===== src/rtl/axis_uart_tx_fifo_gen_pkg.sv =====
// Shared types and helpers for the AXI-Stream to UART transmitter.
// AXIS_UART_PARITY_EN adds the PARITY state to the FSM encoding.
package axis_uart_pkg;

`ifdef AXIS_UART_PARITY_EN
  typedef enum logic [2:0] {
    ST_IDLE   = 3'd0,
    ST_START  = 3'd1,
    ST_DATA   = 3'd2,
    ST_PARITY = 3'd3,
    ST_STOP   = 3'd4,
    ST_GAP    = 3'd5
  } uart_state_e;
`else
  typedef enum logic [2:0] {
    ST_IDLE  = 3'd0,
    ST_START = 3'd1,
    ST_DATA  = 3'd2,
    ST_STOP  = 3'd4,
    ST_GAP   = 3'd5
  } uart_state_e;
`endif

  localparam logic PARITY_EVEN = 1'b0;
  localparam logic PARITY_ODD  = 1'b1;

  function automatic int clog2_f(input int value);
    int r;
    r = 0;
    while ((1 << r) < value) r++;
    return r;
  endfunction

  function automatic int calc_bit_cyc(input int clk_rate, input int baud);
    return clk_rate / baud;
  endfunction

endpackage


===== src/rtl/axis_uart_tx_fifo_gen_if.sv =====
// AXI-Stream byte channel into the UART transmitter.
// valid/ready: a beat transfers on a rising clk edge where tvalid and tready are both 1;
// tdata/tlast are only meaningful while tvalid=1 and must hold until that edge.
interface axis_uart_tx_fifo_gen_if #(
  parameter int DATA_BITS = 8
);
  logic [DATA_BITS-1:0] tdata;
  logic                 tvalid;
  logic                 tready;
  logic                 tlast;

  modport master (output tdata, output tvalid, output tlast, input tready);
  modport slave  (input tdata, input tvalid, input tlast, output tready);
endinterface


===== src/rtl/axis_uart_sfifo.sv =====
// Synchronous circular FIFO with wrap-bit pointers; no write-to-read bypass.
module axis_uart_sfifo
  import axis_uart_pkg::*;
#(
  parameter int WIDTH = 9,
  parameter int DEPTH = 16
) (
  input  logic                      clk,
  input  logic                      rst,
  input  logic                      push,
  input  logic [WIDTH-1:0]          wdata,
  input  logic                      pop,
  output logic [WIDTH-1:0]          rdata,
  output logic                      full,
  output logic                      empty,
  output logic [clog2_f(DEPTH):0]   level
);
  localparam int AW = clog2_f(DEPTH);
  localparam logic [AW:0] PTR_ONE = {{AW{1'b0}}, 1'b1};

  logic [AW:0]      wr_q, wr_d;
  logic [AW:0]      rd_q, rd_d;
  logic [WIDTH-1:0] mem_q [DEPTH];

  assign full  = (wr_q[AW] != rd_q[AW]) && (wr_q[AW-1:0] == rd_q[AW-1:0]);
  assign empty = (wr_q == rd_q);
  assign level = wr_q - rd_q;
  assign rdata = mem_q[rd_q[AW-1:0]];

  always_comb begin
    wr_d = wr_q;
    rd_d = rd_q;
    if (push && !full) wr_d = wr_q + PTR_ONE;
    if (pop && !empty) rd_d = rd_q + PTR_ONE;
  end

  always_ff @(posedge clk) begin
    if (!rst) begin
      wr_q <= '0;
      rd_q <= '0;
    end else begin
      wr_q <= wr_d;
      rd_q <= rd_d;
    end
  end

  // Storage is not reset; the pointers alone define which entries are valid.
  always_ff @(posedge clk) begin
    if (push && !full) mem_q[wr_q[AW-1:0]] <= wdata;
  end

endmodule


===== src/rtl/axis_uart_tx_fifo_gen.sv =====
// AXI-Stream to UART transmitter: FIFO-buffered beats, configurable frame format.
// Optional AXIS_UART_PARITY_EN adds parity_odd and a parity bit after the data bits.
module axis_uart_tx_fifo_gen
  import axis_uart_pkg::*;
#(
  parameter int DATA_BITS = 8,
  parameter int DEPTH     = 16,
  parameter int CLK_RATE  = 50000000,
  parameter int BAUD      = 115200,
  parameter int STOP_BITS = 1,
  parameter int LAST_GAP  = 0
) (
  input  logic                    clk,
  input  logic                    rst,
`ifdef AXIS_UART_PARITY_EN
  input  logic                    parity_odd,
`endif
  axis_uart_tx_fifo_gen_if.slave  s_axis,
  output logic                    uart_tx,
  output logic                    busy,
  output logic [clog2_f(DEPTH):0] fifo_level,
  output logic                    overflow_err,
  output uart_state_e             dbg_state
);
  localparam int BIT_CYC = calc_bit_cyc(CLK_RATE, BAUD);
  localparam int CW      = clog2_f(BIT_CYC);
  localparam int MAXN    = (DATA_BITS > STOP_BITS)
                         ? ((DATA_BITS > LAST_GAP) ? DATA_BITS : LAST_GAP)
                         : ((STOP_BITS > LAST_GAP) ? STOP_BITS : LAST_GAP);
  localparam int BW      = clog2_f(MAXN + 1);
  localparam logic [CW-1:0] CNT_MAX = CW'(BIT_CYC - 1);
  localparam logic [CW-1:0] CNT_ONE = CW'(1);
  localparam logic [BW-1:0] BIT_ONE = BW'(1);

  uart_state_e          state_q, state_d;
  logic [CW-1:0]        cnt_q, cnt_d;
  logic [BW-1:0]        bit_q, bit_d;
  logic [DATA_BITS-1:0] shreg_q, shreg_d;
  logic                 last_q, last_d;
  logic                 tx_q, tx_d;
  logic                 overflow_q, overflow_d;
  logic                 ready_en_q, ready_en_d;
`ifdef AXIS_UART_PARITY_EN
  logic                 par_q, par_d;
`endif

  logic                 push, pop, full, empty, tready, bit_end;
  logic [DATA_BITS:0]   fifo_rdata;

  assign tready        = ready_en_q && !full;
  assign s_axis.tready = tready;
  assign push          = s_axis.tvalid && tready;
  assign bit_end       = (cnt_q == CNT_MAX);

  axis_uart_sfifo #(
    .WIDTH (DATA_BITS + 1),
    .DEPTH (DEPTH)
  ) u_fifo (
    .clk   (clk),
    .rst   (rst),
    .push  (push),
    .wdata ({s_axis.tlast, s_axis.tdata}),
    .pop   (pop),
    .rdata (fifo_rdata),
    .full  (full),
    .empty (empty),
    .level (fifo_level)
  );

  // tx_d is derived from the current state, so the line trails the FSM by one
  // cycle; every bit keeps its full BIT_CYC length regardless.
  always_comb begin
    state_d    = state_q;
    cnt_d      = bit_end ? '0 : cnt_q + CNT_ONE;
    bit_d      = bit_q;
    shreg_d    = shreg_q;
    last_d     = last_q;
    tx_d       = 1'b1;
    pop        = 1'b0;
    ready_en_d = 1'b1;
    overflow_d = overflow_q | (push && full);
`ifdef AXIS_UART_PARITY_EN
    par_d      = par_q;
`endif
    case (state_q)
      ST_IDLE: begin
        cnt_d = '0;
        bit_d = '0;
        if (!empty) begin
          pop     = 1'b1;
          shreg_d = fifo_rdata[DATA_BITS-1:0];
          last_d  = fifo_rdata[DATA_BITS];
`ifdef AXIS_UART_PARITY_EN
          par_d   = (^fifo_rdata[DATA_BITS-1:0]) ^ (parity_odd == PARITY_ODD);
`endif
          state_d = ST_START;
        end
      end
      ST_START: begin
        tx_d = 1'b0;
        if (bit_end) state_d = ST_DATA;
      end
      ST_DATA: begin
        tx_d = shreg_q[0];
        if (bit_end) begin
          shreg_d = shreg_q >> 1;
          if (int'(bit_q) == DATA_BITS - 1) begin
            bit_d = '0;
`ifdef AXIS_UART_PARITY_EN
            state_d = ST_PARITY;
`else
            state_d = ST_STOP;
`endif
          end else begin
            bit_d = bit_q + BIT_ONE;
          end
        end
      end
`ifdef AXIS_UART_PARITY_EN
      ST_PARITY: begin
        tx_d = par_q;
        if (bit_end) state_d = ST_STOP;
      end
`endif
      ST_STOP: begin
        if (bit_end) begin
          if (int'(bit_q) == STOP_BITS - 1) begin
            bit_d   = '0;
            state_d = (last_q && (LAST_GAP > 0)) ? ST_GAP : ST_IDLE;
          end else begin
            bit_d = bit_q + BIT_ONE;
          end
        end
      end
      ST_GAP: begin
        if (bit_end) begin
          if (int'(bit_q) == LAST_GAP - 1) begin
            bit_d   = '0;
            state_d = ST_IDLE;
          end else begin
            bit_d = bit_q + BIT_ONE;
          end
        end
      end
      default: begin
        state_d = ST_IDLE;
      end
    endcase
  end

  always_ff @(posedge clk) begin
    if (!rst) begin
      state_q    <= ST_IDLE;
      cnt_q      <= '0;
      bit_q      <= '0;
      shreg_q    <= '0;
      last_q     <= 1'b0;
      tx_q       <= 1'b1;
      overflow_q <= 1'b0;
      ready_en_q <= 1'b0;
`ifdef AXIS_UART_PARITY_EN
      par_q      <= 1'b0;
`endif
    end else begin
      state_q    <= state_d;
      cnt_q      <= cnt_d;
      bit_q      <= bit_d;
      shreg_q    <= shreg_d;
      last_q     <= last_d;
      tx_q       <= tx_d;
      overflow_q <= overflow_d;
      ready_en_q <= ready_en_d;
`ifdef AXIS_UART_PARITY_EN
      par_q      <= par_d;
`endif
    end
  end

  assign uart_tx      = tx_q;
  assign busy         = (state_q != ST_IDLE);
  assign overflow_err = overflow_q;
  assign dbg_state    = state_q;

endmodule


===== src/flat_wrapper.sv =====
// flat-port wrapper written by rule: the top's interface ports become plain ports
module axis_uart_tx_fifo_gen_flat import axis_uart_pkg::*;
#(
  parameter int DATA_BITS = 8,
  parameter int DEPTH     = 16,
  parameter int CLK_RATE  = 50000000,
  parameter int BAUD      = 115200,
  parameter int STOP_BITS = 1,
  parameter int LAST_GAP  = 0
)
  (clk, rst, uart_tx, busy, fifo_level, overflow_err, dbg_state, s_axis_tdata, s_axis_tvalid, s_axis_tlast, s_axis_tready);
  axis_uart_tx_fifo_gen_if #(.DATA_BITS(DATA_BITS)) s_axis_i ();
  input  logic clk;
  input  logic rst;
  output logic uart_tx;
  output logic busy;
  output logic [clog2_f(DEPTH):0] fifo_level;
  output logic overflow_err;
  output uart_state_e dbg_state;
  input wire logic [$bits(s_axis_i.tdata)-1:0] s_axis_tdata;
  input wire logic [$bits(s_axis_i.tvalid)-1:0] s_axis_tvalid;
  input wire logic [$bits(s_axis_i.tlast)-1:0] s_axis_tlast;
  output wire logic [$bits(s_axis_i.tready)-1:0] s_axis_tready;
  assign s_axis_i.tdata = s_axis_tdata;
  assign s_axis_i.tvalid = s_axis_tvalid;
  assign s_axis_i.tlast = s_axis_tlast;
  assign s_axis_tready = s_axis_i.tready;
  axis_uart_tx_fifo_gen #(.DATA_BITS(DATA_BITS), .DEPTH(DEPTH), .CLK_RATE(CLK_RATE), .BAUD(BAUD), .STOP_BITS(STOP_BITS), .LAST_GAP(LAST_GAP)) u_core (.clk(clk), .rst(rst), .s_axis(s_axis_i), .uart_tx(uart_tx), .busy(busy), .fifo_level(fifo_level), .overflow_err(overflow_err), .dbg_state(dbg_state));
endmodule

===== config.mk =====
export PLATFORM = sky130hd
export DESIGN_NAME = axis_uart_tx_fifo_gen_flat
export DESIGN_NICKNAME = d
export VERILOG_FILES = /design/src/rtl/axis_uart_tx_fifo_gen_pkg.sv /design/src/rtl/axis_uart_tx_fifo_gen_if.sv /design/src/rtl/axis_uart_sfifo.sv /design/src/rtl/axis_uart_tx_fifo_gen.sv /design/src/flat_wrapper.sv
export SDC_FILE = /design/constraint.sdc
export NUM_CORES = 1
export LEC_CHECK = 0
export CAP_MARGIN = 20
export CORE_UTILIZATION = 45
export CTS_BUF_LIST = sky130_fd_sc_hd__clkbuf_4
export DETAILED_ROUTE_END_ITERATION = 8
export PLACE_DENSITY = 0.63
export SYNTH_ARGS = -nofsm -noshare
export SYNTH_HDL_FRONTEND = slang
export SYNTH_SLANG_ARGS = --single-unit

===== constraint.sdc =====
create_clock -name clk -period 2.52 [get_ports clk]
set_input_delay 0.378 -clock clk [delete_from_list [all_inputs] [get_ports clk]]
set_output_delay 0.378 -clock clk [all_outputs]
set_load 0.02 [all_outputs]

==> impl.org, run 1 <==
** Critical path
- Among cell families on the critical path, the largest total delay comes from adder cells.
- Top fanout value on the critical path :: 2
- At the worst endpoint, the required time is 2.14 ns.
- Startpoint types :: flop
- The worst setup path is captured at an output pin.
- Traced cell by cell, the critical path runs through inv_2, ha_4, inv_2, fa_2, a21o_1, a21oi_2, xnor2_1, buf_4.
- On the worst path, the slowest cell contributes a delay of 0.36 ns.
- The slowest stage of the critical path belongs to the cell sky130_fd_sc_hd__fa_2.
- Worst reg2reg path depth :: 5
- R2R Path End :: u_core.u_fifo.mem_q[7][1]$_DFFE_PP_
- Number of buffer and inverter stages on the critical path :: 3
- At the worst endpoint, the arrival time is 2.08 ns.
- The worst setup path is of the flop to output pin kind.
- The cell that appears most often on the critical path is sky130_fd_sc_hd__inv_2.
- Launch point of the worst reg-to-reg path :: u_core.u_fifo.rd_q[3]$_SDFFE_PN0P_
- Setup slack of the worst register-to-register path :: 0.10 ns

** Run status
- Run status :: finished clean

** Yosys
- Yosys attributes the largest share of cell area to sky130_fd_sc_hd__edfxtp_1, sky130_fd_sc_hd__dfxtp_1, sky130_fd_sc_hd__mux4_2.
- Proportion of synthesized chip area in sequential cells :: 65.7%
- Count of flip-flops with a built-in enable after synthesis :: 128
- Top-area cell type share of the netlist area :: 54.2%
- For this run, the leading register cell type out of synthesis is sky130_fd_sc_hd__edfxtp_1.
- The Yosys step of the flow raised 0 warnings.
- Counting every instance in the synthesized netlist gives 450.
- Syn Area/Cell :: 15.8 um2
- Cell type with the highest aggregate area in the netlist :: sky130_fd_sc_hd__edfxtp_1
- Syn nets :: 476
- Flop and latch count out of synthesis :: 169
- Top cells by count, synth :: sky130_fd_sc_hd__edfxtp_1, sky130_fd_sc_hd__dfxtp_1, sky130_fd_sc_hd__nor2_1
- By instance count, the leading cell after synthesis is sky130_fd_sc_hd__edfxtp_1.
- Asr flop ratio synth :: 0%
- In this run the cell area of the synthesized design comes to 7100 um2.
- Counting distinct cell types in the post-synthesis netlist gives 55.

** GRT
- Entering global routing, the biggest net connects 33 pins.
- Global routing used 18.5% of the available tracks.
- The initial antenna violation count was 0.
- The number of global-route vias before repair was 3967.
- Wire length of the first global-routing pass :: 21700 um
- Sum of overflow across all layers after global routing :: 0

** Floorplan
- The core region is 15300 um2.
- # IOs :: 24
- Die width :: 128 um
- Area of the die :: 16300 um2
- The floorplan has 45 rows.
- From bottom edge to top edge, the die measures 128 um.
- Initial Utilization :: 46.3%

** Route
- Via-per-instance ratio :: 5.56
- The routed design has 13800 um of wire.
- The detail route stage leaves a number of antenna-violating nets equal to 0.
- The first detailed-routing pass ran for 4 iterations.
- The first routing iteration left 315 violations.
- The detailed router placed 4034 vias in this run.
- Mean routed wirelength per cell :: 19.0 um
- For this run, design rule violations remaining after detail routing come to 0.

** Layout
- After routing the design area is 8070 um2.
- Final layout net count :: 527
- Counting the fill cells in the layout gives 1284.
- Share of final-layout standard cells stronger than drive strength 1 :: 22.0%
- Synth-to-layout area growth :: 13.8%

** STA
- Final Setup Violations :: 0
- Endpoints failing hold :: 0
- Setup repair after global routing could not meet its margin everywhere.
- Worst hold slack :: 0.470 ns
- Once routing completed, OpenROAD measured the worst setup slack at 0.0628 ns.
- Maximum achievable frequency :: 407 MHz
- Fin. max-slew vios :: 0
- Final cycle utilization of the critical path :: 97.5%
- Actual slew at the worst max-slew pin :: 0.933 ns
- Final setup skew :: 0.0204 ns
- Max-slew headroom :: 37.6%
- Min Tclk post-route :: 2.46 ns
- After routing, the total negative slack on setup checks comes to 0 ns.

** Clocking
- Maximum number of buffers from clock root to sink :: 2
- The H-tree generated during clock tree synthesis spans 4 levels.
- Cell at the root of the clock tree :: sky130_fd_sc_hd__clkbuf_4
- Hold repair after CTS inserted 0 buffers.
- TritonCTS clock tree :: yes
- Clock latency on the worst-skew pair :: 0.56 ns
- In this run, CTS created clock tree buffers numbering 17.
- Clock-pin transition on the worst setup and hold timing paths :: 0.15 ns
- TritonCTS Sinks :: 169

** Worst hold path
- Worst Hold Depth :: 2
- The min-delay analysis places its worst path in the category input pin to flop.
- The path with the worst hold slack has its endpoint at u_core.ready_en_q$_DFF_P_.
- Hold wc startpoint :: rst

** Placement
- Worst slack, placed :: 0.0694 ns
- Detailed-placement wirelength estimate :: 9160 um
- Port buffering added 22 buffers.
- Gpl congestion :: 0.789
- Once placement finished, the instance area stood at 7750 um2.

** Pwr
- Summed over all cells, the static leakage comes to 2.64 nW.
- Switching share of power :: 29.6%
- Combinational share of power :: 21.6%
- The design draws 6.11 mW.
- Internal power contribution :: 4.30 mW
- Dividing total power by cell area gives a power density of 757 nW/um2.
- Clock group share of total power :: 26.3%
- IR analysis of the VDD net gives a maximum drop of 535 uV.
- Reported net switching power :: 1.81 mW
- The share of total power dissipated in sequential elements is 52.1%.

** Job
- Across the run, the number of max-cap violations was 0.
## repair_timing
action / CTS / global route
pin swaps: 1 / 4
endpoints found under the setup margin: 6 / 20
buffers inserted: 0 / 0
endpoints found under the hold margin: 0 / 0
gates resized for setup: 23 / 9
## routing by layer
metal  track usage (%)  part of all wire (%)  up-vias
met5                 0                     0        -
met4              6.02                   1.7        0
met3              4.90                   3.5       15
met2              31.2                    49       75
met1              23.4                    45     2043
li1                  -                     -     1901
## metrics by stage
| stage | std cells | utilization (%) |
|---|---|---|
| global route | 725 | 52.7 |
| CTS | 725 | 52.6 |
| global placement | 693 | 50.6 |
| floorplan | 450 | - |
| finish | 726 | 52.7 |
| detailed placement | 693 | 50.6 |
## power by group through the flow
stage | clock (mW) | combinational [mW] | sequential (mW)
after floorplan | 0 | 0.938 | 3.22
after global placement | 0 | 1.33 | 3.24
after detailed placement | 0 | 1.34 | 3.24
after CTS | 1.65 | 1.33 | 3.18
after global routing | 1.75 | 1.44 | 3.21
final | 1.60 | 1.32 | 3.19
## logic make-up (layout without fill, tap and decap cells)
group | after synthesis | after routing | share of synthesized area, %
flip-flops | 169 | 169 | 65.7
AND/OR/NAND/NOR | 119 | 119 | 9.78
AO/OA/AOI/OAI | 58 | 58 | 6.01
buffers and inverters | 38 | 102 | 2.57
multiplexers | 35 | 35 | 11.2
XOR/XNOR | 17 | 17 | 2.10
adder cells (fa/ha/maj) | 14 | 14 | 2.57
other | 0 | 1 | 0
## flip-flops by register name (all words and copies together), names as in the netlist, 3 cells and up, named ones only
| register | flops |
|---|---|
| u_core.bit_q | 4 |
| u_core.cnt_q | 9 |
| u_core.dbg_state | 3 |
| u_core.shreg_q | 8 |
| u_core.u_fifo.mem_q | 128 |
| u_core.u_fifo.rd_q | 5 |
| u_core.u_fifo.wr_q | 5 |
## worst register-to-register path: stages (launching register included)
cell,delay [ns]
sky130_fd_sc_hd__dfxtp_1,0.39
sky130_fd_sc_hd__inv_1,0.06
sky130_fd_sc_hd__ha_1,0.34
sky130_fd_sc_hd__nand4_1,0.23
sky130_fd_sc_hd__o2111ai_1,0.25
sky130_fd_sc_hd__nor2_1,0.79
## layout make-up
cell class | instances | area, um2 | share of cell area (%)
antenna | 1 | 2.50 | 0.0310
clock buffer | 17 | 128 | 1.58
clock inverter | 15 | 176 | 2.19
inverter | 13 | 48.8 | 0.604
multi-input combinational | 243 | 2270 | 28.2
sequential | 169 | 4670 | 57.8
tap | 211 | 264 | 3.27
timing repair buffer | 57 | 509 | 6.31
## worst max path at each step
stage | cells after the start | to | startpoint | slack [ns]
finish | 8 | fifo_level[4] | u_core.u_fifo.wr_q[0]$_SDFFE_PN0P_ | 0.06
floorplan | 6 | u_core.u_fifo.mem_q[0][0]$_DFFE_PP_ | u_core.u_fifo.wr_q[0]$_SDFFE_PN0P_ | 0.20
global route | 8 | fifo_level[4] | u_core.u_fifo.wr_q[0]$_SDFFE_PN0P_ | -0.09
detailed placement | 8 | fifo_level[4] | u_core.u_fifo.wr_q[0]$_SDFFE_PN0P_ | 0.07
global placement | 8 | fifo_level[4] | u_core.u_fifo.wr_q[0]$_SDFFE_PN0P_ | 0.08
CTS | 8 | fifo_level[4] | u_core.u_fifo.wr_q[0]$_SDFFE_PN0P_ | -0.04
## cell usage in the layout (no fill, tap or decap), types with 12 or more instances in the layout
cell                              netlist  final
sky130_fd_sc_hd__edfxtp_1             128    128
sky130_fd_sc_hd__dfxtp_1               41     37
sky130_fd_sc_hd__nor4b_1               14     14
sky130_fd_sc_hd__mux4_2                24     24
sky130_fd_sc_hd__clkdlybuf4s50_1        0     16
sky130_fd_sc_hd__nor4_1                13     13
sky130_fd_sc_hd__ha_1                  13     12
sky130_fd_sc_hd__clkbuf_4               0     17
sky130_fd_sc_hd__nor2_1                32     32
sky130_fd_sc_hd__nand2_1               15     15
sky130_fd_sc_hd__buf_4                  0     35
(Power assumes the default switching activity.)
==> inputs of run 2 (changes only) <==
PLACE_DENSITY = 0.65   (was 0.63)
clock period = 2.05 ns   (was 2.52 ns; I/O delays follow)
==> impl.org, run 2 (synthesized netlist as in run 1, its figures left out) <==
** STA
- The clock arrives with 0.0232 ns of skew.
- Setup violations remaining at the end of the flow were counted as 4.
- On the final layout, the worst hold slack is 0.421 ns.
- Actual slew at the worst max-slew pin :: 0.686 ns
- Max-slew headroom :: 54.1%
- Min Tclk post-route :: 2.40 ns
- Setup repair after global routing could not meet its margin everywhere.
- Endpoints failing hold :: 0
- In the post-route analysis, the smallest setup slack over all paths is -0.349 ns.
- Maximum achievable frequency :: 417 MHz
- Dividing the final minimum period by the clock period gives 117%.
- The number of slew-limit violations in the final report was 0.

** Critical path
- Critical path's largest stage delay :: 0.37 ns
- Startpoint types :: flop
- R2R Path End :: u_core.shreg_q[7]$_SDFFE_PN0P_
- Worst reg2reg path depth :: 4
- In this run the worst path has a maximum fanout of 2.
- Data on the critical path arrives at its endpoint at 2.09 ns.
- The critical path ends at fifo_level[4].
- The worst setup path is of the flop to output pin kind.
- At the worst endpoint, the required time is 1.74 ns.
- STA classifies the critical path endpoint as an output pin.
- The slowest stage of the critical path is the sky130_fd_sc_hd__fa_2 cell.
- Across all register-to-register paths, the minimum setup slack is 0.05 ns.
- Cells traversed along the worst timing path :: inv_2, ha_4, inv_4, fa_2, a21o_1, a21oi_2, xnor2_1, buf_4
- Crit. Startpoint :: u_core.u_fifo.wr_q[0]$_SDFFE_PN0P_

** Clocking
- Hold Buf Count CTS :: 0
- TritonCTS built the clock tree.
- Total CTS buffers :: 17
- Counting along the longest clock path gives a buffer depth of 2.
- Clock latency on the worst-skew pair :: 0.53 ns
- Deepest level of the CTS H-tree :: 4
- TritonCTS Sinks :: 169
- The cell sitting at the root of the clock tree is a sky130_fd_sc_hd__clkbuf_4.
- Clock-pin transition on the worst setup and hold timing paths :: 0.15 ns

** Pwr
- Per report_power, the combinational group accounts for 25.4% of the total.
- Design Power :: 7.66 mW
- Internal power contribution :: 5.46 mW
- Across the VDD grid, the largest voltage drop is 568 uV.
- Reported net switching power :: 2.20 mW
- Sequential cells account for 51.1% of the total power.
- For this design the ratio of total power to cell area is 902 nW/um2.
- Net switching is 28.7% of the power.
- Per report_power, the clock group accounts for 23.5% of the total.
- For this design the static power due to leakage is 2.83 nW.

** Layout
- The final layout contains 557 nets.
- Cells fill 55.4% of the core in the end.
- 0 antenna diodes ended up in the layout.
- Leading cell types in the layout, fill and taps excluded :: sky130_fd_sc_hd__edfxtp_1, sky130_fd_sc_hd__buf_4, sky130_fd_sc_hd__dfxtp_1, sky130_fd_sc_hd__nor2_1, sky130_fd_sc_hd__mux4_2
- Final Cell Area :: 8490 um2
- The filler cells instantiated in the layout total 1270.
- The library cell used most frequently in the layout, excluding fill and tap cells, is sky130_fd_sc_hd__edfxtp_1.
- Area of the multi-input gates :: 2410 um2
- Synth-to-layout area growth :: 19.6%
- Registers take 4680 um2.
- Flip-flop count of the largest register after layout :: 128
- In the final layout, the share of cells above drive strength 1 is 33.3%.

** Route
- Detailed-route DRC error count :: 0
- Via-per-instance ratio :: 5.53
- Pre-antenna DRT Iters :: 5
- Mean routed wirelength per cell :: 19.3 um
- ANT nets after route :: 0
- After detailed routing, the total wire length is 14600 um.
- For this block, the via count after detailed routing is 4173.
- Starting DRC count in detailed routing :: 261

** Floorplan
- The die covers 16300 um2.
- Initial Utilization :: 46.3%
- The die is 128 um tall.
- Core Region :: 15300 um2
- Die width :: 128 um
- Floorplan row count :: 45
- # IOs :: 24

** GRT
- Global routing consumed, over all layers together, 18.9% of the routing resources.
- The first global-routing pass estimated 22500 um of wire.
- Entering global routing, the biggest net connects 30 pins.
- The number of global-route vias before repair is 4128.
- After global routing the overflow that remains totals 0.
- Antenna violations before repair :: 0

** Placement
- Input and output buffers added on the ports amount to 22.
- In this run the cell area measured after placement is 7990 um2.
- Routability-driven placement finished with a final weighted congestion of 0.799.
- After legalization and detailed placement, the total HPWL measured 9620 um.

** Job
- # Max-Cap Violations :: 0

** Worst hold path
- Class of the worst hold path :: input pin to flop

** Run status
- Failing checks :: negative setup slack
- The flow ran to the end, but the final reports show violations.
## run 2: how the worst min path moves through the flow
stage	startpoint	to	slack, ns	depth (start not counted)
floorplan	rst	u_core.ready_en_q$_DFF_P_	0.34	0
global placement	u_core.overflow_err$_SDFF_PN0_	u_core.overflow_err$_SDFF_PN0_	0.45	1
detailed placement	u_core.overflow_err$_SDFF_PN0_	u_core.overflow_err$_SDFF_PN0_	0.46	1
CTS	rst	u_core.ready_en_q$_DFF_P_	0.39	2
global route	rst	u_core.ready_en_q$_DFF_P_	0.38	2
finish	rst	u_core.ready_en_q$_DFF_P_	0.42	2
## run 2: area by class of cell
class | instances | area share, %
clock buffers | 17 | 1.50
clock inverters | 15 | 1.65
inverters | 13 | 0.604
multi-input cells | 243 | 28.4
flip-flops and latches | 169 | 55.1
well taps | 211 | 3.11
repair buffers | 87 | 9.58
## run 2: power groups by stage
stage / Clock, mW / Combinational (mW) / Sequential, mW
2_1_floorplan: 0 / 1.15 / 3.96
3_3_place_gp: 0 / 1.78 / 3.96
3_5_place_dp: 0 / 1.81 / 3.97
4_1_cts: 1.86 / 1.85 / 3.91
5_1_grt: 2.01 / 2.09 / 3.93
6_report: 1.80 / 1.94 / 3.91
## run 2: what timing repair did
action | in CTS | in global routing
pin swaps | 8 | 10
gates resized for setup | 54 | 33
buffers inserted | 2 | 4
setup endpoints to repair | 13 | 149
## run 2: per-stage QoR
| stage | worst slack, ns | setup TNS, ns | cells |
|---|---|---|---|
| finish | -0.349 | -0.905 | 755 |
| floorplan | -0.0520 | -3.64 | 450 |
| detailed placement | -0.333 | -0.591 | 717 |
| global placement | -0.282 | -0.359 | 717 |
| global route | -0.485 | -1.40 | 755 |
| CTS | -0.378 | -0.875 | 751 |
## run 2: layer usage
layer | track usage, % | share of wire [%] | wire [um]
met5 | 0 | 0 | 0
met4 | 4.57 | 1.5 | 220
met3 | 4.61 | 3.8 | 555
met2 | 32.7 | 51 | 7410
met1 | 24.0 | 44 | 6400
## run 2: worst max-delay path, delay by kind of cell, from the launching register on
family	cells	cell delay (ns)
compound gates	2	0.31
xor+xnor	1	0.13
fa+ha+maj	2	0.51
buf+inv	3	0.26
flops	1	0.35
